File: src/rtl/demux4_stream.sv
// Four-way stream demultiplexer: each beat is routed by in_sel to a per-channel
// one-deep holding register that drives that channel's output directly.
module demux4_stream #(
    parameter int N = 32
) (
    input  logic             clk,
    input  logic             rst_n,
    input  logic [N-1:0]     in_data,
    input  logic [1:0]       in_sel,
    input  logic             in_valid,
    output logic             in_ready,
    output logic [4*N-1:0]   out_data,
    output logic [3:0]       out_valid,
    input  logic [3:0]       out_ready,
    output logic             idle
);

    logic [3:0] load;

    // A full channel still accepts when its sink drains on the same edge.
    assign in_ready = !out_valid[in_sel] || out_ready[in_sel];
    assign idle     = (out_valid == 4'b0000);

    always_comb begin
        load = 4'b0000;
        if (in_valid && in_ready) begin
            load[in_sel] = 1'b1;
        end
    end

    always_ff @(posedge clk or negedge rst_n) begin
        if (!rst_n) begin
            out_valid <= 4'b0000;
            out_data  <= '0;
        end else begin
            for (int k = 0; k < 4; k++) begin
                if (load[k]) begin
                    out_data[k*N +: N] <= in_data;
                    out_valid[k]       <= 1'b1;
                end else if (out_ready[k]) begin
                    out_valid[k] <= 1'b0;
                end
            end
        end
    end

endmodule

File: config.mk
export PLATFORM = sky130hd
export DESIGN_NAME = demux4_stream
export DESIGN_NICKNAME = d
export VERILOG_FILES = /design/src/rtl/demux4_stream.sv
export SDC_FILE = /design/constraint.sdc
export NUM_CORES = 1
export LEC_CHECK = 0
export CAP_MARGIN = 20
export CORE_MARGIN = 1.5
export CORE_UTILIZATION = 55
export CTS_BUF_LIST = sky130_fd_sc_hd__clkbuf_8
export CTS_CLUSTER_SIZE = 20
export DETAILED_ROUTE_END_ITERATION = 16
export DONT_BUFFER_PORTS = 1
export PLACE_DENSITY = 0.7
export SLEW_MARGIN = 25
export SYNTH_ARGS = -nofsm -noshare
export SYNTH_HDL_FRONTEND = slang
export SYNTH_SLANG_ARGS = --single-unit
File: constraint.sdc
create_clock -name clk -period 1.7 [get_ports clk]
set_input_delay 0.34 -clock clk [delete_from_list [all_inputs] [get_ports clk]]
set_output_delay 0.34 -clock clk [all_outputs]
set_load 0.005 [all_outputs]
==> results.yml <==
status:
  status: "finished, violations left"
  violations: "hold timing, setup timing"
finish:
  diodes: 0
  fillers: 639
  final_cell_mix: "dfrtp_1 (131), mux2_2 (123), clkbuf_8 (18)"
  area_delta_synth_final_pct: 11.1
  drive_gt1_share_pct: 53.3
  final_nets: 348
  multi_input_area_sq_mm: 0.00158
  final_common_cell: "dfrtp_1"
  seqCellArea_sq_mm: 0.00330
sta:
  max_freq_ghz: 0.549
  fin_crit_ns: 1.82
  fin_ws_ns: -0.121
  min_period_over_period_pct: 107
  timing.final.hold_violations: 132
  timing.slew.headroom_pct: 73.1
  finalClockSkew_ns: 0.00636
  drv_slew: 0
  grt_setup_unrepaired: "true"
  holdWs_ns: -0.385
  setup_viol: 1
  worstMarginPinSlew_ns: 0.399
power_and_ir_drop:
  leakage_nw: 2.40
  power_density_mw_per_mm2: 1390
  power.total_w: 0.00771
  irDropWorstVdd_v: 0.000720
cts:
  cts_buffers: 17
  clk_pin_slew_ns: 0.07
  clkLatencyLatePin_ns: 0.41
  htreeDepth: 4
  cts-root-buf: "clkbuf_8"
  cts_tree: "done"
  cts.sinks: 132
  clockBufferDepth: 2
yosys:
  ys_warn_count: 0
  synth_cells: 293
  syn_area_per_cell_sq_um: 17.1
  synth-seq-area-share_pct: 66.0
  ys_ff_latch: 132
  netlist_area_sq_mm: 0.00501
  ys_types: 17
  synth_nets: 334
worst_setup_path:
  arrival_ns: 1.48
  path_depth: 2
  critical_path.slowest_cell: "mux4_2"
  cpPeakStageDelay_ns: 0.52
  path_cells: "nand2b_1, mux4_2"
  reg2regPathDepth: 5
  endpoint_kind: "output pin"
  rr_startpoint: "out_valid[1]"
  path_class: "flip-flop to output pin"
  r2r-end: "out_data[55]"
  rrSetupSlack_ns: 0.13
  cp_max_fo: 3
  crit_buf_inv: 0
  path_delay_family: "multiplexers"
  crit_required_ns: 1.36
  startpoint_type: "flip-flop"
global_route:
  grt_util_all_layers_pct: 20.2
  antenna_found_initial: 0
  grt_overflow: 0
  grt_pass1_wl_um: 14700
  grt_pass1_vias: 2656
  grt_max_degree: 133
die:
  dieHeight_um: 98.4
  dieWidth_um: 98.4
  io_pins: 175
  num_rows: 34
  die-area_sq_mm: 0.00968
  initial_core_util_pct: 57.1
  core-area_sq_mm: 0.00876
detailed_routing:
  wl_um: 9530
  drt-vias-per-instance: 5.81
  num_vias: 2483
  drtPass1Iterations: 4
  drc: 0
  first_iter_violations: 118
  final_antenna_net_count: 0
  wl_per_cell_um: 22.3
place:
  place_congestion: 0.707
  dp_slack_ns: 0.183
  port-buffer-count: 0
  dpl.hpwl_um: 6340
hold_path:
  hold_class: "primary input to asynchronous set/reset pin"
run:
  cap_violations: 0
## cells by family (layout without fill, tap and decap cells)
group,Yosys count,count (layout),synth area share [%]
DFF,132,132,66.0
muxes,129,129,29.2
and+or+nand+nor,16,16,2.05
buffers and inverters,15,41,2.62
AOI/OAI and AO/OA,1,1,0.0999
## Yosys cell counts
master / instances / area (sq um)
and3_1: 1 / 6.26
nand3_1: 1 / 5.00
nand3b_1: 1 / 7.51
nor2b_1: 1 / 6.26
buf_2: 5 / 25.0
nor2b_2: 1 / 8.76
mux2_2: 123 / 1390
o21ai_0: 1 / 5.00
buf_6: 9 / 101
nand2b_1: 4 / 25.0
mux2_1: 5 / 56.3
dfrtp_1: 132 / 3300
nor3b_4: 1 / 18.8
nor4_1: 1 / 6.26
clkbuf_2: 1 / 5.00
nand2_1: 5 / 18.8
mux4_2: 1 / 22.5
## registers in the layout, summed over array words and instances, names as in the netlist
name / cells
out_data: 128
out_valid: 4
## worst max path at each step
stage / startpoint / to / slack [ns]
2_1_floorplan: in_sel[0] / out_data[100] / 0.23
3_3_place_gp: out_valid[3] / out_data[105] / 0.23
3_5_place_dp: out_valid[2] / out_data[90] / 0.18
4_1_cts: out_valid[3] / in_ready / -0.15
5_1_grt: out_valid[0] / in_ready / -0.17
6_report: out_valid[0] / in_ready / -0.12
## through the flow
step	utilization (%)	instances	setup TNS (ns)	area [sq um]
global placement	58.6	393	0	5130
CTS	63.4	426	-0.149	5560
floorplan	-	293	0	5010
global route	63.5	427	-0.167	5560
finish	63.5	427	-0.121	5560
detailed placement	58.6	393	0	5130
## layout make-up
| type | count | area share [%] |
|---|---|---|
| Clock inverter | 13 | 2.86 |
| Multi-Input combinational cell | 146 | 28.4 |
| Tap cell | 108 | 2.43 |
| Sequential cell | 132 | 59.4 |
| Clock buffer | 18 | 4.45 |
| Timing Repair Buffer | 10 | 2.47 |
## worst reg2reg max path, delay by kind of cell, from the launching register on
family        cells  cell delay (ns)
mux               1             0.36
flops             1             0.44
simple gates      2             0.36
buf+inv           2             0.29
## power by group
part	switching, W	leakage (nW)	internal [W]
clock	0.00116	0.201	0.00148
combinational	0.000220	0.628	0.000526
sequential	0.000532	1.57	0.00380
## routing by layer
layer | global-route usage (%) | up-vias | share of wire [%] | wire length [um]
li1 | - | 1062 | - | -
met1 | 24.2 | 1290 | 39 | 3710
met2 | 31.8 | 117 | 50 | 4780
met3 | 8.66 | 14 | 9.3 | 890
met4 | 8.99 | 0 | 1.5 | 147
met5 | 0 | - | 0 | 0
## what timing repair did
action / CTS / global route
hold endpoints to repair: 132 / 132
setup endpoints to repair: 1 / 1
setup buffers: 2 / 1
resized for setup: 0 / 1
(Power assumes the default switching activity.)
==> RTL edit 1: new RTL, same flow settings <==
Set the parameter `N` to 64 (it was 32).
--- a/src/rtl/demux4_stream.sv
+++ b/src/rtl/demux4_stream.sv
@@ -3,3 +3,3 @@
 module demux4_stream #(
-    parameter int N = 32
+    parameter int N = 64
 ) (
Ports: changed (resized in_data and out_data); port bits go from 175 to 335. The function was not compared with the original's and may differ.
==> RTL edit 1 against the unedited design <==
- the flow still finishes with violations (negative hold slack, negative setup slack)
- sequential cell count increased by 128
- routed wire length rose to 2.6 times the old value
- power is 100% higher
- design area is 120% higher
- synthesized area increased by 98%
- via count grew 120%
- core utilization is 7.2 points higher
- die area is 95% higher
- setup slack got worse by 0.072 ns
- critical endpoint unchanged
==> RTL edit 1: results (changes against the unedited design) <==
[outcome]
failed_checks = negative hold slack, negative setup slack  ; unchanged
status = finished with violations  ; unchanged

[logic_synthesis]
yosys_warnings = 0  ; unchanged
synth_common_cells = 260 x dfrtp_1, 227 x mux2_2, 17 x buf_6  ; was 132 x dfrtp_1, 123 x mux2_2, 9 x buf_6
synth_area_leaders = dfrtp_1 66%, mux2_2 26%, mux2_4 2.4%  ; was dfrtp_1 66%, mux2_2 28%, buf_6 2.0%
yosys.cell_types.count = 18  ; was 17
synth_nets = 633  ; was 334
syn_avg_cell_area_um2 = 17.7  ; was 17.1 µm²
async_reset_ff_share_pct = 100  ; unchanged
ys_seq_area_share_pct = 65.6  ; was 66.0%

[critical_path]
critical_path.startpoint = out_valid[0]$_DFFE_PN0P_  ; unchanged
timing.rr.end = out_data[1]$_DFFE_PN0P_  ; was out_data[55]$_DFFE_PN0P_
crit_path_max_incr_delay_ns = 0.49  ; was 0.52 ns
reg2reg_setup_slack_ns = -0.09  ; was 0.13 ns
critPathCapture = in_ready  ; unchanged
rr_worst_depth = 6  ; was 5
crit_path_top_delay_cell = mux4_2  ; unchanged
arrival_ns = 1.55  ; was 1.48 ns

[final_layout]
fillers = 1053  ; was 639
top_regs = out_data: 256 flops, out_valid: 4 flops  ; was out_data: 128 flops, out_valid: 4 flops
layout.nets = 748  ; was 348
drive_gt1_share_pct = 47.7  ; was 53.3%
fin_cells = 923  ; was 427

[power]
peakVddDrop_mv = 0.869  ; was 0.720 mV
leakage_nw = 5.67  ; was 2.40 nW

[global_routing]
grt_pass1_vias = 5771  ; was 2656
grt_usage_pct = 22.2  ; was 20.2%
grt_pass1_wl_um = 31700  ; was 14700 µm
grt_max_degree = 261  ; was 133

[sta]
setup_violations = 124  ; was 1
hold_slack_ns = -0.492  ; was -0.385 ns
hold_viol_final = 260  ; was 132
worstMarginPinSlew_ns = 0.346  ; was 0.399 ns
setup_ws_ns = -0.194  ; was -0.121 ns
fin_worst_skew_ns = 0.0145  ; was 0.00636 ns

[placement]
gp_congestion = 0.760  ; was 0.707
post_dp_cell_area_mm2 = 0.0101  ; was 0.00513 mm²
dp_hpwl_um = 14000  ; was 6340 µm
dp.cells = 772  ; was 393

[hold_path]
hold_class = in -> async  ; unchanged

[drt]
first_pass_iters = 4  ; unchanged
wirelength_um = 24800  ; was 9530 µm
drt_iter0_markers = 163  ; was 118
vias_per_cell = 5.81  ; about the same

[clock_network]
postCtsHoldBufs = 66
clkLatencyLatePin_ns = 0.51  ; was 0.41 ns
clk_pin_slew_ns = 0.06
cts_max_level = 2  ; was 4
root_buffer = clkbuf_8  ; unchanged
cts_buffers = 40  ; was 17
clk_path_buf_depth = 3  ; was 2

==> RTL edit 1: area by class of cell <==
class                      instances  area (µm²)  area share [%]
sequential                       260        6510            52.7
multi-input combinational        272        3550            28.7
timing repair buffer             101        1310            10.6
clock buffer                      46         633            5.12
tap                              225         282            2.28
clock inverter                    19        71.3           0.577
==> RTL edit 1: per-layer routing <==
layer	up-vias	part of all wire, %	GRT usage (%)
li1	2209	-	-
met1	2835	38	24.6
met2	277	49	37.2
met3	46	9.8	9.68
met4	0	2.7	9.36
met5	-	0	0
==> RTL edit 1: report_power, final <==
part / internal [mW] / total [mW] / switching (mW)
clock network: 2.43 / 4.65 / 2.22
registers: 7.50 / 8.73 / 1.23
logic: 1.60 / 2.25 / 0.645
==> RTL edit 1: through the flow <==
step | setup slack [ns] | setup TNS (ns) | hold WS (ns)
6_report | -0.194 | -6.43 | -0.492
2_1_floorplan | 0.211 | 0 | 0.0444
4_1_cts | -0.166 | -0.232 | -0.522
3_5_place_dp | 0.0437 | 0 | 0.0489
5_1_grt | -0.229 | -13.32 | -0.520
3_3_place_gp | 0.0809 | 0 | 0.0491
==> RTL edit 1: worst register-to-register path, stage by stage (launching register included) <==
cell and delay, ns:
dfrtp_1 0.43, nand2b_1 0.15, buf_4 0.14, nor3b_4 0.24
buf_6 0.22, clkbuf_16 0.19, mux2_4 0.31
==> RTL edit 1: timing repair <==
item                                    4_1_cts  5_1_grt
gates resized for setup                       2      139
endpoints found under the hold margin       518      260
pin swaps                                     0        1
setup buffers                                 4        4
endpoints found under the setup margin        2      161
cloned                                        0       14
==> RTL edit 1: kinds of logic after synthesis <==
kind of cell	after synthesis	share of synthesized area (%)
flops	260	65.6
mux	257	29.9
buf+inv	28	3.47
simple gates	13	0.921
compound gates	2	0.101
==> RTL edit 2: new RTL, config.mk and constraints unchanged <==
Without the edit above. Make the reset (`rst_n`) synchronous in one clocked block.
--- a/src/rtl/demux4_stream.sv
+++ b/src/rtl/demux4_stream.sv
@@ -30,3 +30,3 @@
 
-    always_ff @(posedge clk or negedge rst_n) begin
+    always_ff @(posedge clk) begin
         if (!rst_n) begin
Behaviour: differs if rst_n is asserted again (counterexample within 4 cycles, from zero or initial values and one cycle with rst_n low); with rst_n held inactive, the same outputs for 10 cycles.
==> RTL edit 2 against the unedited design <==
- the flow finishes with violations (negative setup slack)
- sequential cell count is the same
- setup slack improved by 0.10 ns
- critical path depth unchanged
- synthesized area fell by 2.8%
- clock skew rose by 0.0031 ns
- sequential share of layout area decreased by 10 points
- design area decreased by 2.8%
- routed wire length is 13% higher
- worst hold slack better by 0.45 ns
- critical endpoint unchanged
- largest cell class unchanged
Power is not compared: it rests on default switching activity, and its combinational part moved more than twofold at a synthesized area within 25%.
==> RTL edit 2: results (changes against the unedited design) <==
[outcome]
status = finished with violations  ; unchanged
failed_checks = negative setup slack  ; was negative hold slack, negative setup slack

[final_layout]
layout.nets = 508  ; was 348
fillers = 766  ; was 639
final_core_util_pct = 62.6  ; was 63.5%

[logic_synthesis]
async_reset_ff_share_pct = 0  ; was 100%
yosys.cell_types.count = 20  ; was 17
synthFlopType = dfxtp_1  ; was dfrtp_1
synth_compound_area_share_pct = 0.617  ; was 0.100%
ys_seq_area_share_pct = 54.3  ; was 66.0%
muxShareOfSynthArea_pct = 26.8  ; was 29.2%

[critical_path]
timing.rr.end = out_data[13]$_SDFFE_PN0P_  ; was out_data[55]$_DFFE_PN0P_
critical_path.startpoint = out_valid[3]$_SDFFE_PN0P_  ; was out_valid[0]$_DFFE_PN0P_
rr_worst_depth = 4  ; was 5
worstReg2RegStart = out_valid[0]$_SDFFE_PN0P_  ; was out_valid[1]$_DFFE_PN0P_

[drt]
route.met3.wl_um = 1130  ; was 890 µm
met2_length_um = 5050  ; was 4780 µm
drt_iter0_markers = 74  ; was 118

[clock_network]
postCtsSetupBuffers = 0  ; was 2

[global_routing]
grt_pass1_wl_um = 16900  ; was 14700 µm
grt_pass1_vias = 3284  ; was 2656

[sta]
setup_violations = 1  ; unchanged
setup_tns_ns = -0.0209  ; was -0.121 ns
fin_worst_skew_ns = 0.00948  ; was 0.00636 ns
setup_ws_ns = -0.0209  ; was -0.121 ns

[placement]
dp.cells = 555  ; was 393
gp_congestion = 0.757  ; was 0.707

-- RTL edit 2: changes by cell type in the layout (fill, tap and decap cells not counted), moves of 3 or more --
cell     unedited run  this run
mux2_2            123         0
dfxtp_1             0       128
dfxtp_4             0         3
dfrtp_1           131         0
nand2_1             5       161
mux2i_1             0       128
mux2_1              5         0
buf_4               5         8
-- RTL edit 2: cells by family (layout without fill, tap and decap cells) --
kind of cell,Yosys count,after routing
simple gates,172,172
flops,132,132
mux,129,129
buf+inv,32,42
compound gates,4,4
-- RTL edit 2: power by group --
group | switching [mW] | internal, mW | total, mW
Sequential | 0.0921 | 3.20 | 3.29
Combinational | 0.161 | 0.137 | 0.298
Clock | 1.19 | 1.63 | 2.82
-- RTL edit 2: final cells by class --
| cell class | count | share of cell area, % |
|---|---|---|
| timing repair buffer | 11 | 2.22 |
| sequential | 132 | 49.1 |
| tap | 108 | 2.50 |
| clock inverter | 13 | 3.40 |
| clock buffer | 18 | 4.58 |
| multi-input combinational | 305 | 38.2 |
